### config.mk
export PLATFORM = sky130hd
export DESIGN_NAME = frame_buffer_writer_flat
export DESIGN_NICKNAME = d
export VERILOG_FILES = /design/src/rtl/frame_buffer_writer_if.sv /design/src/rtl/frame_buffer_writer.sv /design/src/flat_wrapper.sv
export SDC_FILE = /design/constraint.sdc
export NUM_CORES = 1
export LEC_CHECK = 0
export ABC_AREA = 1
export CAP_MARGIN = 20
export CORE_UTILIZATION = 30
export DETAILED_ROUTE_END_ITERATION = 8
export GPL_TIMING_DRIVEN = 0
export SLEW_MARGIN = 5
export SYNTH_ARGS = -nofsm -noshare
export SYNTH_HDL_FRONTEND = slang
export SYNTH_SLANG_ARGS = --single-unit
export TNS_END_PERCENT = 50
### constraint.sdc
create_clock -name clk -period 4.45 [get_ports clk]
set_clock_uncertainty 0.05 [all_clocks]
set_input_delay 0.6675 -clock clk [delete_from_list [all_inputs] [get_ports clk]]
set_output_delay 0.6675 -clock clk [all_outputs]
set_load 0.1 [all_outputs]
### src/rtl/frame_buffer_writer_if.sv
// Host byte stream plus buffer write port of the frame buffer writer.
// Latency: none, this file only bundles the signals.
// Backpressure: s_ready from the writer side qualifies each s_valid beat.
interface frame_buffer_writer_if;
    logic        s_valid;
    logic        s_sof;
    logic [7:0]  s_data;
    logic        s_ready;
    logic        buf0_wr_en;
    logic        buf1_wr_en;
    logic [21:0] wr_addr;
    logic [7:0]  wr_data;

    // Writer side: consumes the host stream, drives the buffer write port.
    modport master (
        input  s_valid, s_sof, s_data,
        output s_ready, buf0_wr_en, buf1_wr_en, wr_addr, wr_data
    );

    // Environment side: host stream source and buffer memory sink.
    modport slave (
        output s_valid, s_sof, s_data,
        input  s_ready, buf0_wr_en, buf1_wr_en, wr_addr, wr_data
    );
endinterface

### src/rtl/frame_buffer_writer.sv
// Frame buffer writer: packs host RGB bytes into one of two ping-pong frame buffers.
// Latency: one cycle from accepted beat to registered buffer strobe, address and data.
// Backpressure: s_ready follows write permission of the buffer being filled; low in IDLE.
module frame_buffer_writer (
    input  logic                  clk,
    input  logic                  reset,
    input  logic                  we0_in,
    input  logic                  we1_in,
    input  logic                  rel0,
    input  logic                  rel1,
    input  logic [9:0]            aip,
    input  logic [9:0]            ail,
    frame_buffer_writer_if.master bus,
    output logic                  buf0_full,
    output logic                  buf1_full,
    output logic                  frame_drop
);
    typedef enum logic [1:0] {
        IDLE  = 2'd0,
        FILL0 = 2'd1,
        FILL1 = 2'd2
    } state_t;

    state_t      state;
    state_t      state_nxt;
    logic [21:0] len_now;
    logic [21:0] len_q;
    logic [21:0] cnt_q;
    logic        act_we;
    logic        accept;
    logic        discard;
    logic        resync;
    logic        do_write;
    logic        last;
    logic        abort;

    // Bytes per frame; the maximum 1023*1023*3 still fits in 22 bits.
    assign len_now = 22'(aip) * 22'(ail) * 22'd3;

    // State register.
    always_ff @(posedge clk or posedge reset) begin
        if (reset) state <= IDLE;
        else       state <= state_nxt;
    end

    // Next state: buffer 0 wins a grant tie; leave a fill on completion or lost permission.
    always_comb begin
        state_nxt = state;
        case (state)
            IDLE: begin
                if (we0_in && !buf0_full && len_now != '0)      state_nxt = FILL0;
                else if (we1_in && !buf1_full && len_now != '0) state_nxt = FILL1;
            end
            FILL0, FILL1: begin
                if (abort || last) state_nxt = IDLE;
            end
            default: state_nxt = IDLE;
        endcase
    end

    // Beat decode: accept, discard before first SOF, resync on a stray SOF, frame end.
    always_comb begin
        act_we = 1'b0;
        case (state)
            FILL0:   act_we = we0_in;
            FILL1:   act_we = we1_in;
            default: act_we = 1'b0;
        endcase
        accept   = bus.s_valid && act_we;
        discard  = accept && !bus.s_sof && (cnt_q == '0);
        resync   = accept && bus.s_sof && (cnt_q != '0);
        do_write = accept && !discard;
        last     = do_write && !resync && (cnt_q == len_q - 22'd1);
        abort    = (state != IDLE) && !act_we;
    end

    assign bus.s_ready = act_we;

    // Length latch and byte counter; both refreshed while idle so every fill starts at 0.
    always_ff @(posedge clk or posedge reset) begin
        if (reset) begin
            len_q <= '0;
            cnt_q <= '0;
        end else if (state == IDLE) begin
            len_q <= len_now;
            cnt_q <= '0;
        end else if (do_write) begin
            cnt_q <= resync ? 22'd1 : cnt_q + 22'd1;
        end
    end

    // Registered write port: one strobe per written byte, address/data held between writes.
    always_ff @(posedge clk or posedge reset) begin
        if (reset) begin
            bus.buf0_wr_en <= 1'b0;
            bus.buf1_wr_en <= 1'b0;
            bus.wr_addr    <= '0;
            bus.wr_data    <= '0;
        end else begin
            bus.buf0_wr_en <= do_write && (state == FILL0);
            bus.buf1_wr_en <= do_write && (state == FILL1);
            if (do_write) begin
                bus.wr_addr <= resync ? '0 : cnt_q;
                bus.wr_data <= bus.s_data;
            end
        end
    end

    // Full flags and drop pulse; a completing write beats a same-cycle release.
    always_ff @(posedge clk or posedge reset) begin
        if (reset) begin
            buf0_full  <= 1'b0;
            buf1_full  <= 1'b0;
            frame_drop <= 1'b0;
        end else begin
            frame_drop <= resync || abort;
            if (last && state == FILL0) buf0_full <= 1'b1;
            else if (rel0)              buf0_full <= 1'b0;
            if (last && state == FILL1) buf1_full <= 1'b1;
            else if (rel1)              buf1_full <= 1'b0;
        end
    end
endmodule

### src/flat_wrapper.sv
// flat-port wrapper written by rule: the top's interface ports become plain ports
module frame_buffer_writer_flat 
  (clk, reset, we0_in, we1_in, rel0, rel1, aip, ail, buf0_full, buf1_full, frame_drop, bus_s_valid, bus_s_sof, bus_s_data, bus_s_ready, bus_buf0_wr_en, bus_buf1_wr_en, bus_wr_addr, bus_wr_data);
  frame_buffer_writer_if bus_i ();
  input  logic clk;
  input  logic reset;
  input  logic we0_in;
  input  logic we1_in;
  input  logic rel0;
  input  logic rel1;
  input  logic [9:0] aip;
  input  logic [9:0] ail;
  output logic buf0_full;
  output logic buf1_full;
  output logic frame_drop;
  input wire logic [$bits(bus_i.s_valid)-1:0] bus_s_valid;
  input wire logic [$bits(bus_i.s_sof)-1:0] bus_s_sof;
  input wire logic [$bits(bus_i.s_data)-1:0] bus_s_data;
  output wire logic [$bits(bus_i.s_ready)-1:0] bus_s_ready;
  output wire logic [$bits(bus_i.buf0_wr_en)-1:0] bus_buf0_wr_en;
  output wire logic [$bits(bus_i.buf1_wr_en)-1:0] bus_buf1_wr_en;
  output wire logic [$bits(bus_i.wr_addr)-1:0] bus_wr_addr;
  output wire logic [$bits(bus_i.wr_data)-1:0] bus_wr_data;
  assign bus_i.s_valid = bus_s_valid;
  assign bus_i.s_sof = bus_s_sof;
  assign bus_i.s_data = bus_s_data;
  assign bus_s_ready = bus_i.s_ready;
  assign bus_buf0_wr_en = bus_i.buf0_wr_en;
  assign bus_buf1_wr_en = bus_i.buf1_wr_en;
  assign bus_wr_addr = bus_i.wr_addr;
  assign bus_wr_data = bus_i.wr_data;
  frame_buffer_writer u_core (.clk(clk), .reset(reset), .we0_in(we0_in), .we1_in(we1_in), .rel0(rel0), .rel1(rel1), .aip(aip), .ail(ail), .bus(bus_i), .buf0_full(buf0_full), .buf1_full(buf1_full), .frame_drop(frame_drop));
endmodule
==> results.md, run 1 <==
- The aggregate global-route resource usage is 14.6%.
- The count of final hold-check violations is 0.
- The fraction of final layout cells sized beyond drive strength 1 is 18.9%.
- The die is 177 um tall.
- The cell family contributing the most delay on the critical path is adder cells.
- The global-route congestion overflow total is 0.
- The antenna diode instance count is 0.
- The dominant cell type by area after synthesis is sky130_fd_sc_hd__dfrtp_1.
- The worst reg2reg path endpoint is u_core.state[0].
- The synthesized netlist contains 41 unique library cells.
- The share of Yosys cell area claimed by the top area cell type is 22.1%.
- The later-pin clock latency in the skew report is 340 ps.
- The number of inserted filler cells in the final layout is 3,055.
- Along the worst hold path, the cell count comes to 2.
- Clock tree synthesis inserted a total of 9 buffers.
- For this block, the via count after detailed routing is 8,068.
- The flow ran to the end, but the final reports show violations.
- The instance count after placement with tap cells included is 1,706.
- The number of hold buffers added after CTS was 0.
- Summed over all layers, the routed wires come to 21,600 um.
- The slowest stage of the critical path is the sky130_fd_sc_hd__fa_1 cell.
- The headroom to the max-slew limit is 33.0%.
- TritonCTS built the clock tree.
- The critical path is of the in2reg type.
- The total cell area at the placement stage is 10,600 um^2.
- The largest net degree at the start of global routing is 68.
- The launch instance of the worst min-delay path is u_core.bus.wr_data[4].
- After synthesis the cells add up to 9160 um^2.
- The count of nets left with antenna violations after detail routing is 0.
- The min-delay analysis places its worst path in the category reg2reg.
- Counting flops and latches in the post-synthesis netlist gives 81.
- Counting I/O delays and the setup requirement, the final critical path takes 6160 ps.
- From left edge to right edge, the die measures 177 um.
- The effective utilization at floorplan is 30.7%.
- Compared with the post-synthesis result, the final layout area differs by 28.6%.
- The delay of the slowest cell on the worst path is 550 ps.
- By area the synthesized netlist is led by sky130_fd_sc_hd__dfrtp_1 (22%), sky130_fd_sc_hd__nand2_1 (14%), sky130_fd_sc_hd__fa_1 (14%).
- The clock-pin slew on the worst setup and hold paths is 60 ps.
- STA classifies the critical path startpoint as a primary input.
- The quantity of I/O buffers inserted on ports is 51.
- The register-to-register path setup slack is 1680 ps.
- During synthesis, Yosys emitted a total of 0 warnings.
- The origin of the critical flop-to-flop path is u_core.len_q[0].
- The cell that appears most often on the critical path is sky130_fd_sc_hd__nand2_2.
- Counting flops with a built-in enable in the synthesized netlist gives 0.
- The final non-filler cell area is 11,800 um^2.
- The area of the placeable core is 29,900 um^2.
- Routability-driven placement finished with a final weighted congestion of 0.829.
- The die covers 31,200 um^2.
- The final reports fail on negative setup slack.
- Hold is met by 426 ps.
- The final max-slew violation count was 0.
- The ratio of final minimum period to clock period is 139%.
- For hold timing, the worst endpoint is u_core.bus.wr_data[4].
- The share of the core filled with cells in the final layout is 39.4%.
- After detailed routing, the number of vias per cell comes to 4.55.
- The worst-path maximum fanout is 7.
- The final critical-path setup slack is -1710 ps.
- Counting every instance in the synthesized netlist gives 1,264.
- The fraction of the yosys area taken by sequential cells is 22.1%.
- The worst-case clock buffer depth is 2.
- The clock tree root buffer cell is sky130_fd_sc_hd__clkbuf_16.
- Together, buffers and inverters on the worst path number 8.
- The number of antenna violations at the first check in global routing is 0.
- The number of nets handed over by synthesis was 1,445.
- The clock drives 81 sinks.
- The data arrival time at the worst-slack endpoint is 6340 ps.
- The finished layout holds 1,772 standard cells, fillers aside.
- The level count of the clock H-tree is 3.
- The slew at the pin closest to its max-slew limit is 1000 ps.
- The tool flagged a number of max-cap violations equal to 0.
- The total number of placement rows is 63.
- The count of nets after finishing is 1,558.
- The via count of the first global-routing pass came to 8,158.
- The number of detailed-routing iterations run before antenna repair is 4.
- The wire-length estimate of the detail-placed layout is 16,900 um.
- The post-synthesis async set-or-reset flop share is 100%.
- The DRC violations left is 0.
- Setup violations remaining at the end of the flow were counted as 18.
- The routed length per instance is 12.2 um.
- The first global-routing pass estimated 37,900 um of wire.
- For this run, the top clock speed supported by timing is 162 MHz.
- The number of cells on the worst reg-to-reg path is 17.
- For this block, the initial DRC count from the detailed router was 369.
- The per-instance average area after synthesis is 7.25 um^2.
- The endpoint required time on the critical path is 4630 ps.
- Setup repair after global routing could not meet its margin everywhere.
- The worst setup path is captured at a flop.
- Pin placement for this block handled 72 I/O pins.
- The primary flip-flop cell chosen by synthesis mapping is sky130_fd_sc_hd__dfrtp_1.
-- Yosys cell counts, types with 2 or more instances --
cell type and count:
sky130_fd_sc_hd__a211oi_1 2, sky130_fd_sc_hd__a21o_1 2, sky130_fd_sc_hd__a21oi_1 28, sky130_fd_sc_hd__a21oi_2 2
sky130_fd_sc_hd__a31oi_1 9, sky130_fd_sc_hd__and2_1 2, sky130_fd_sc_hd__buf_1 2, sky130_fd_sc_hd__clkbuf_1 33
sky130_fd_sc_hd__dfrtp_1 81, sky130_fd_sc_hd__fa_1 63, sky130_fd_sc_hd__ha_1 82, sky130_fd_sc_hd__inv_1 246
sky130_fd_sc_hd__inv_2 5, sky130_fd_sc_hd__nand2_1 350, sky130_fd_sc_hd__nand2_2 21, sky130_fd_sc_hd__nand3_1 49
sky130_fd_sc_hd__nand3_2 9, sky130_fd_sc_hd__nand3b_1 7, sky130_fd_sc_hd__nand4_1 18, sky130_fd_sc_hd__nor2_1 66
sky130_fd_sc_hd__nor2_2 10, sky130_fd_sc_hd__nor2_4 2, sky130_fd_sc_hd__nor3_1 10, sky130_fd_sc_hd__nor3_2 4
sky130_fd_sc_hd__nor4_1 8, sky130_fd_sc_hd__o211ai_1 2, sky130_fd_sc_hd__o21a_1 2, sky130_fd_sc_hd__o21ai_0 48
sky130_fd_sc_hd__o21ai_1 3, sky130_fd_sc_hd__o21bai_1 2, sky130_fd_sc_hd__o22ai_1 23, sky130_fd_sc_hd__xnor2_1 11
sky130_fd_sc_hd__xor2_1 54
-- worst min-delay path, stage by stage, from the launching register on --
cell and delay, ps:
sky130_fd_sc_hd__dfrtp_1 350, sky130_fd_sc_hd__nand2_1 50, sky130_fd_sc_hd__nand2_1 40
-- layer usage --
layer / global-route usage (%) / share of wire (%) / routed length (um)
met1: 18.4 / 46 / 10000
met2: 26.1 / 49 / 10700
met3: 1.48 / 2.3 / 507
met4: 4.09 / 1.8 / 388
met5: 0 / 0 / 0
-- state kept, by name, indices dropped and copies added, names as in the netlist --
| signal | flops |
|---|---|
| u_core.bus.wr_addr | 22 |
| u_core.buf1_full | 1 |
| u_core.state | 2 |
| u_core.bus.wr_data | 8 |
| u_core.len_q | 22 |
| u_core.bus.buf0_wr_en | 1 |
| u_core.bus.buf1_wr_en | 1 |
| u_core.cnt_q | 22 |
| u_core.buf0_full | 1 |
| u_core.frame_drop | 1 |
-- placed cells by master, fill, tap and decap left out, drive strengths merged, types with 9 or more instances in the layout --
cell and instances:
nand2 372, inv 251, ha 82, dfrtp 81, nor2 78, fa 63
nand3 58, xor2 55, buf 55, clkdlybuf4s50 51, o21ai 51, clkbuf 43
a21oi 30, o22ai 23, nand4 18, nor3 14, xnor2 11, a31oi 9
-- stage by stage --
step	setup slack [ps]	TNS [ps]
6_report	-1710	-20150
5_1_grt	-2060	-24970
4_1_cts	-1610	-18500
3_5_place_dp	-2270	-27730
3_3_place_gp	-2170	-26150
2_1_floorplan	-1640	-18640
-- timing repair --
| item | 4_1_cts | 5_1_grt |
|---|---|---|
| pin swaps | 68 | 18 |
| setup endpoints to repair | 18 | 18 |
| buffers inserted | 41 | 9 |
| resized for setup | 89 | 34 |
-- worst max path at each step --
stage	start	endpoint	slack, ps	cells past startpoint
final	ail[3]	u_core.state[0]	-1710	38
after floorplan	ail[1]	u_core.state[0]	-1640	42
after global placement	aip[0]	u_core.state[1]	-2170	36
after detailed placement	aip[0]	u_core.state[1]	-2270	36
after global routing	ail[3]	u_core.state[1]	-2060	36
after CTS	ail[1]	u_core.state[0]	-1610	40
-- logic make-up (layout without fill, tap and decap cells) --
family / count (synthesis) / count (layout) / share of synthesized area, %
simple gates: 557 / 557 / 26.7
buf+inv: 289 / 407 / 11.9
fa+ha+maj: 145 / 145 / 25.0
compound gates: 125 / 125 / 7.69
flops: 81 / 81 / 22.1
xor+xnor: 67 / 67 / 6.64
-- final cells by class --
cell class | count | area, um^2 | share of cell area [%]
plain buffers | 37 | 429 | 3.64
clock buffers | 10 | 229 | 1.94
clock inverters | 6 | 82.6 | 0.701
inverters | 252 | 948 | 8.05
multi-input cells | 894 | 6650 | 56.5
flip-flops and latches | 81 | 2030 | 17.2
well taps | 390 | 488 | 4.14
repair buffers | 102 | 921 | 7.82
Power of run 1 is left out: the tool's default activity adds up to more than one toggle a clock period on the data nets, which glitch-free logic cannot reach.
==> run 2: changes to the inputs <==
--- a/config.mk
+++ b/config.mk
@@ -7,4 +7,5 @@
 export LEC_CHECK = 0
 export ABC_AREA = 1
+export ABC_CLOCK_PERIOD_IN_PS = 4450
 export CAP_MARGIN = 20
 export CORE_UTILIZATION = 30
==> constraint.sdc (replaced) <==
create_clock -name clk -period 4.45 [get_ports clk]
set_clock_uncertainty 0.05 [all_clocks]
set_input_delay 1.1125 -clock clk [delete_from_list [all_inputs] [get_ports clk]]
set_output_delay 1.1125 -clock clk [all_outputs]
set_load 0.1 [all_outputs]
==> run 2 against run 1 <==
The flow still finishes with violations (negative setup slack). Utilization stayed put. Worst hold slack stayed put. Non-clock buffer count stayed put. Register-to-register slack hardly changed. Cell count stayed put. Sequential share of layout area stayed put. Critical path type unchanged. Flip-flop and latch count stayed put. Via count hardly changed. Critical path depth stayed put. Die area stayed put. Design area stayed put.
==> results.md, run 2 (synthesized netlist as in run 1, its figures left out) <==
- The post-synthesis to final-layout area growth came to 28.6% (unchanged).
- The achievable clock frequency came to 151 MHz (was 162 MHz).
- The wire length of the first global-routing pass is 37,900 um (about the same).
- The fraction of final layout cells sized beyond drive strength 1 is 18.8% (was 18.9%).
- The later-pin clock latency in the skew report is 340 ps (about the same).
- The via count of the first global-routing pass is 8,151 (was 8,158).
- The total number of placement rows is 63 (unchanged).
- The final cell count without fillers is 1,772 (unchanged).
- The final max-slew violation count is 0 (unchanged).
- The count of hold-fix buffers inserted at cts was 0 (unchanged).
- The ratio of final minimum period to clock period is 148% (was 139%).
- The clock tree from TritonCTS was done (unchanged).
- The clock tree root buffer cell is sky130_fd_sc_hd__clkbuf_16 (unchanged).
- The DRC violations left is 0 (unchanged).
- The DRC violation total after the first TritonRoute iteration is 382 (was 369).
- The total CTS buffers is 9 (unchanged).
- Unrepaired setup endpoints after global routing: yes (unchanged).
- The slew at the pin closest to its max-slew limit came to 998 ps (was 1000 ps).
- The instance count after placement with tap cells included is 1,706 (unchanged).
- The headroom to the max-slew limit is 33.4% (was 33.0%).
- The area of the placeable core came to 29,900 um^2 (unchanged).
- The count of final hold-check violations is 0 (unchanged).
- The launch instance of the worst min-delay path is u_core.bus.wr_data[4] (unchanged).
- The number of detailed-routing iterations run before antenna repair was 4 (unchanged).
- The endpoint required time on the critical path is 4630 ps (about the same).
- The global-route congestion overflow total is 0 (unchanged).
- The x dimension of the die is 177 um (unchanged).
- The total number of vias was 8,074 (was 8,068).
- The antenna diode instance count is 0 (unchanged).
- The final-report setup violation count is 19 (was 18).
- The number of inserted filler cells in the final layout is 3,056 (was 3,055).
- The worst-path maximum fanout is 7 (unchanged).
- The level count of the clock H-tree is 3 (unchanged).
- The worst reg2reg path endpoint is u_core.state[0] (unchanged).
- The cell depth of the worst min-delay path came to 2 (unchanged).
- The final critical delay including setup and external delays is 6610 ps (was 6160 ps).
- The aggregate global-route resource usage is 14.6% (unchanged).
- The half-perimeter wire length after detailed placement was 16,900 um (unchanged).
- The category of the worst setup path launch point is a primary input (unchanged).
- The number of antenna violations at the first check in global routing is 0 (unchanged).
- The final critical-path setup slack came to -2160 ps (was -1710 ps).
- The die outline area was 31,200 um^2 (unchanged).
- The most frequent cell on the critical path is sky130_fd_sc_hd__nand2_2 (unchanged).
- Outcome: finished with violations (unchanged).
- The placer's final routability congestion estimate is 0.829 (unchanged).
- The detailed-route vias per instance is 4.56 (was 4.55).
- The data arrival time at the worst-slack endpoint is 6790 ps (was 6340 ps).
- The register-to-register path setup slack is 1680 ps (about the same).
- The origin of the critical flop-to-flop path is u_core.len_q[0] (unchanged).
- The worst-case hold path end point is u_core.bus.wr_data[4] (unchanged).
- The category of the most critical setup path is in2reg (unchanged).
- The overall routed net length is 21,600 um (about the same).
- The clock-pin slew on the worst setup and hold paths is 60 ps (about the same).
- Commonest cells after routing, fill and taps aside: sky130_fd_sc_hd__nand2_1 (311), sky130_fd_sc_hd__inv_1 (231), sky130_fd_sc_hd__dfrtp_1 (81) (unchanged).
- The path class of the lowest-slack min-delay path is reg2reg (unchanged).
- The quantity of I/O buffers inserted on ports is 51 (unchanged).
- The number of cells on the worst reg-to-reg path is 17 (unchanged).
- The type of element capturing the critical path was a flop (unchanged).
- The die outline height is 177 um (unchanged).
- The routed length per instance was 12.2 um (about the same).
- Largest regs: u_core.bus.wr_addr: 22 flops, u_core.cnt_q: 22 flops, u_core.len_q: 22 flops (unchanged).
- The count of nets left with antenna violations after detail routing was 0 (unchanged).
- The delay of the slowest cell on the worst path is 550 ps (about the same).
- The count of nets after finishing was 1,558 (unchanged).
- The pre-CTS setup slack is -2710 ps (was -2270 ps).
- The number of top-level pins was 72 (unchanged).
- The number of max-capacitance violations reported is 0 (unchanged).
- The most common cell after layout, fill and taps aside is sky130_fd_sc_hd__nand2_1 (unchanged).
- The slowest cell on the critical path is sky130_fd_sc_hd__fa_1 (unchanged).
- The clock net sink count is 81 (unchanged).
- The largest net degree at the start of global routing is 68 (unchanged).
- The effective utilization at floorplan is 30.7% (unchanged).
- The worst-case clock buffer depth is 2 (unchanged).
- Failing checks: negative setup slack (unchanged).
-- run 2: area by class of cell --
class	instances	area [um^2]	share of cell area (%)
clock buffer	10	229	1.94
clock inverter	6	82.6	0.701
multi-input combinational	894	6650	56.5
timing repair buffer	102	923	7.84
buffer	37	429	3.64
inverter	252	948	8.05
tap	390	488	4.14
sequential	81	2030	17.2
-- run 2: worst max-delay path by stage --
stage | start | end | slack [ps] | depth (start not counted)
floorplan | ail[1] | u_core.state[0] | -2090 | 42
global placement | aip[0] | u_core.state[1] | -2620 | 36
detailed placement | aip[0] | u_core.state[1] | -2710 | 36
CTS | ail[1] | u_core.state[0] | -2050 | 40
global route | ail[3] | u_core.state[1] | -2510 | 36
finish | ail[3] | u_core.state[0] | -2160 | 38
-- run 2: stage by stage --
step           area, um^2  TNS [ps]  utilization (%)  hold slack [ps]
4_1_cts             11600    -26670             38.8              432
5_1_grt             11800    -33370             39.4              448
3_5_place_dp        10600    -36260             35.3              416
2_1_floorplan        9520    -27010                -              422
6_report            11800    -28340             39.4              426
3_3_place_gp        10500    -50050             35.2              405
-- run 2: per-layer routing --
metal	vias to the layer above	global-route usage [%]	part of all wire, %
met3	30	1.48	2.4
met2	123	26.1	49
li1	4141	-	-
met5	-	0	0
met4	0	4.09	1.8
met1	3780	18.4	46
-- run 2: repair_timing --
item	CTS	global route
pin swaps	66	17
buffers inserted	41	9
gates resized for setup	87	36
endpoints found under the setup margin	19	20
-- run 2: critical path, delay by kind of cell --
kind | cells | cell delay (ps)
fa+ha+maj | 7 | 3080
compound gates | 3 | 410
buf+inv | 8 | 570
xor+xnor | 1 | 240
simple gates | 19 | 1380
Power of run 2 is left out for the same reason.
==> patch 1 (settings of run 1) <==
Re-encode `state_t` (3 states) as one-hot, 3 bits wide.
--- a/src/rtl/frame_buffer_writer.sv
+++ b/src/rtl/frame_buffer_writer.sv
@@ -17,6 +17,6 @@
 );
-    typedef enum logic [1:0] {
-        IDLE  = 2'd0,
-        FILL0 = 2'd1,
-        FILL1 = 2'd2
+    typedef enum logic [2:0] {
+        IDLE  = 3'b001,
+        FILL0 = 3'b010,
+        FILL1 = 3'b100
     } state_t;
Formal check against the unedited RTL: same outputs for any inputs over 10 cycles, from zero or initial values and one cycle with reset high; not proved beyond that.
==> patch 1 against run 1 <==
- the flow still finishes with violations (setup timing)
- via count rose by 0.61%
- synthesized area barely moved
- cell area rose by 2.1%
- routed wire length barely moved
- count of clock-buffer cells in the layout rose by 2
- synthesized cell count rose by 0.24%
- worst setup slack improved by 0.054 ns
- sequential cell count rose by 1
- critical endpoint is now u_core.state[2]
- highest routed layer unchanged
Power is left out: the tool's default activity adds up to more than one toggle a clock period on the data nets, which glitch-free logic cannot reach.
==> patch 1: results (changes against run 1) <==
final_layout:
  drive_gt1_frac: 0.2012  # +0.01230
  postLayoutCoreUtil: 0.4026  # +0.008418
  fillerInstances: 3053  # -0.065%
  finalNetCount: 1555  # -0.19%
sta:
  tns_ns: -19.57  # +0.5801 ns
  hold_ws_ns: 0.4273  # +0.001704 ns
  setup_violations: 19  # +1
  setup_slack_ns: -1.659  # +0.05404 ns
setup_path:
  r2r-start: "u_core.cnt_q[0]"
  r2r_slack_ns: 1.34  # -0.34 ns
  max_stage_delay_ns: 0.53  # -0.02 ns
  startpoint: "ail[1]"
  setup.worst_path.end: "u_core.state[2]"
drt:
  dr_wl_met2_um: 10940  # +2.3%
  vias: 8117  # +0.61%
  m1WireLength_um: 9960  # -0.53%
  routed-wl-met3_um: 435  # -14%
  drt-initial-drc-count: 383  # +3.8%
yosys:
  synth_cell_types: 43  # +4.9%
  syn_inst: 1267  # +0.24%
  synth-xor-area-share: 0.07540  # +0.009006
  synth_compound_area_frac: 0.07007  # -0.006840
  synth-adder-area-share: 0.2456  # -0.004132
  synth_commonest_cells: "nand2_1 (362), inv_1 (235), dfrtp_1 (81)"
outcome:
  status: "finished, violations left"
  violations: "setup timing"
global_routing:
  grt_usage: 0.1456  # about the same
  grt_max_degree: 45  # -34%
  grt_pass1_vias: 8258  # +1.2%
  grt_pass1_wl_um: 37680  # -0.49%
placed_design:
  place_ws_ns: -2.372  # -0.1054 ns
  place_hpwl_um: 16970  # +0.23%
  dp_cells: 1709  # +0.18%
  gp_routability_congestion: 0.8270  # -0.23%
  placed_area_um2: 10500  # -0.47%
min_path:
  whs_endpoint: "u_core.bus.wr_addr[0]"
  worstHoldStart: "u_core.bus.wr_addr[0]"
clocking:
  clockBufferDepth: 2  # unchanged
[patch 1: cell types whose count changed after synthesis, sizes merged, moves of 4 or more]
cell   change
xor2       +5
nand3      +6
a31oi      -6
nand4      -4
xnor2      +7
nor4       -5
nand2      +9
inv       -10
[patch 1: cell type report]
| class | count | share of cell area |
|---|---|---|
| Buffer | 33 | 0.03776 |
| Clock buffer | 12 | 0.02049 |
| Clock inverter | 4 | 0.006138 |
| Inverter | 242 | 0.07573 |
| Multi-Input combinational cell | 910 | 0.5700 |
| Sequential cell | 82 | 0.1707 |
| Tap cell | 390 | 0.04057 |
| Timing Repair Buffer | 99 | 0.07864 |
[patch 1: worst min-delay path, cell delays in order (launching register included)]
cell and delay, ns:
dfrtp_1 0.34, nand2_1 0.05, o21ai_0 0.05
[patch 1: timing repair]
action	in CTS	in global routing
hold buffers	0	0
buffers inserted	45	2
gates resized for setup	121	50
pin swaps	64	31
endpoints found under the hold margin	0	0
endpoints found under the setup margin	19	19
==> patch 2 (config.mk and constraints of run 1) <==
Made on the original files. Reset style: synchronous (`reset`), changed in 4 clocked blocks.
--- a/src/rtl/frame_buffer_writer.sv
+++ b/src/rtl/frame_buffer_writer.sv
@@ -40,3 +40,3 @@
     // State register.
-    always_ff @(posedge clk or posedge reset) begin
+    always_ff @(posedge clk) begin
         if (reset) state <= IDLE;
@@ -79,3 +79,3 @@
     // Length latch and byte counter; both refreshed while idle so every fill starts at 0.
-    always_ff @(posedge clk or posedge reset) begin
+    always_ff @(posedge clk) begin
         if (reset) begin
@@ -92,3 +92,3 @@
     // Registered write port: one strobe per written byte, address/data held between writes.
-    always_ff @(posedge clk or posedge reset) begin
+    always_ff @(posedge clk) begin
         if (reset) begin
@@ -109,3 +109,3 @@
     // Full flags and drop pulse; a completing write beats a same-cycle release.
-    always_ff @(posedge clk or posedge reset) begin
+    always_ff @(posedge clk) begin
         if (reset) begin
Check against the original RTL: differs if reset is asserted again (counterexample within 4 cycles, from zero or initial values and one cycle with reset high); with reset held inactive, the same outputs for 10 cycles.
==> patch 2 against run 1 <==
- the flow still finishes with violations (setup timing)
- sequential share of layout area decreased by 2.7 points
- worst setup slack got worse by 0.10 ns
- non-clock buffer count decreased by 17
- routed wire length decreased by 1.1%
- synthesized area decreased by 4.0%
- sequential cell count unchanged
- cell area decreased by 4.9%
- final cell count increased by 0.85%
- die area decreased by 4.0%
- register-to-register slack got worse by 0.02 ns
- global-route usage increased by 0.22 points
- maximum frequency decreased by 1.6%
- first-iteration DRC count increased by 6.8%
- critical endpoint is now u_core.state[1]
Power is left out: the tool's default activity adds up to more than one toggle a clock period on the data nets, which glitch-free logic cannot reach.
==> patch 2: results (changes against run 1) <==
outcome:
  status: "finished, violations left"
  violations: "setup timing"
global_routing:
  grt_pass1_wl_um: 37310  # -1.5%
  grt_max_degree: 15  # -78%
  grt_pass1_vias: 8121  # -0.45%
  grt_usage: 0.1478  # +0.002211
final_layout:
  fillerInstances: 3008  # -1.5%
  final_area_um2: 11200  # -4.9%
  finalNetCount: 1578  # +1.3%
  drive_gt1_frac: 0.1376  # -0.05129
yosys:
  synthTopCellsByArea: "dfxtp_1 (18%), nand2_1 (16%), fa_1 (14%)"
  synth_cell_types: 42  # +2.4%
  synth_compound_area_frac: 0.07216  # -0.004752
  synth_commonest_cells: "nand2_1 (372), inv_1 (246), nor2_1 (96)"
  synth-seq-area-share: 0.1845  # -0.03685
  synth-xor-area-share: 0.06277  # -0.003627
  syn-num-nets: 1488  # +3.0%
drt:
  routed_via_density: 4.524  # -0.64%
  wl_um: 21360  # -1.1%
  drt-initial-drc-count: 394  # +6.8%
placed_design:
  place_hpwl_um: 17080  # +0.89%
  gp_routability_congestion: 0.8603  # +3.8%
  dp_cells: 1742  # +2.1%
  place_ws_ns: -2.474  # -0.2077 ns
  placed_area_um2: 10060  # -4.6%
sta:
  setup_violations: 18  # unchanged
  tightest_slew_ns: 0.9991  # -0.002440 ns
  tns_ns: -18.20  # +1.945 ns
  setup_slack_ns: -1.814  # -0.1005 ns
## patch 2: changes by cell type after synthesis, moves of 11 or more
cell,run 1,this run
dfxtp_1,0,81
o22ai_1,23,6
dfrtp_1,81,0
xor2_1,54,43
o21ai_0,48,31
nand2_1,350,372
a21oi_1,28,54
nor2_1,66,96
nor3_1,10,22
## patch 2: layout make-up
type / count / share of cell area
flip-flops and latches: 81 / 0.1447
clock buffers: 10 / 0.02044
inverters: 251 / 0.08431
plain buffers: 43 / 0.04299
multi-input cells: 933 / 0.5899
well taps: 384 / 0.04288
clock inverters: 6 / 0.008152
repair buffers: 79 / 0.06655
## patch 2: path summary, 6_finish.rpt
path	start	to	slack, ns	depth (start not counted)
max	ail[4]	u_core.state[1]	-1.81	36
min	u_core.bus.wr_addr[5]	u_core.bus.wr_addr[5]	0.41	2
max reg2reg	u_core.len_q[0]	u_core.state[0]	1.66	15
min reg2reg	u_core.bus.wr_addr[5]	u_core.bus.wr_addr[5]	0.41	2
## patch 2: cell families after synthesis
kind of cell               after synthesis
adders and majority gates              144
DFF                                     81
xor gates and xnor gates                63
buffers and inverters                  294
and+or+nand+nor                        612
AOI/OAI and AO/OA                      114
## patch 2: metal layers
| metal | up-vias | track usage | wire, um |
|---|---|---|---|
| met5 | - | 0 | 0 |
| met4 | 0 | 0.03650 | 335 |
| met3 | 26 | 0.01539 | 497 |
| met2 | 106 | 0.2786 | 10920 |
| met1 | 3754 | 0.1777 | 9610 |
| li1 | 4198 | - | - |
## patch 2: worst min-delay path: stages (launching register included)
cell and delay, ns:
dfxtp_1 0.31, nand2_1 0.06, a21oi_1 0.05
## patch 2: timing repair
item,CTS,global route
resized for setup,65,40
pin swaps,40,32
setup endpoints to repair,18,18
buffers inserted,23,7
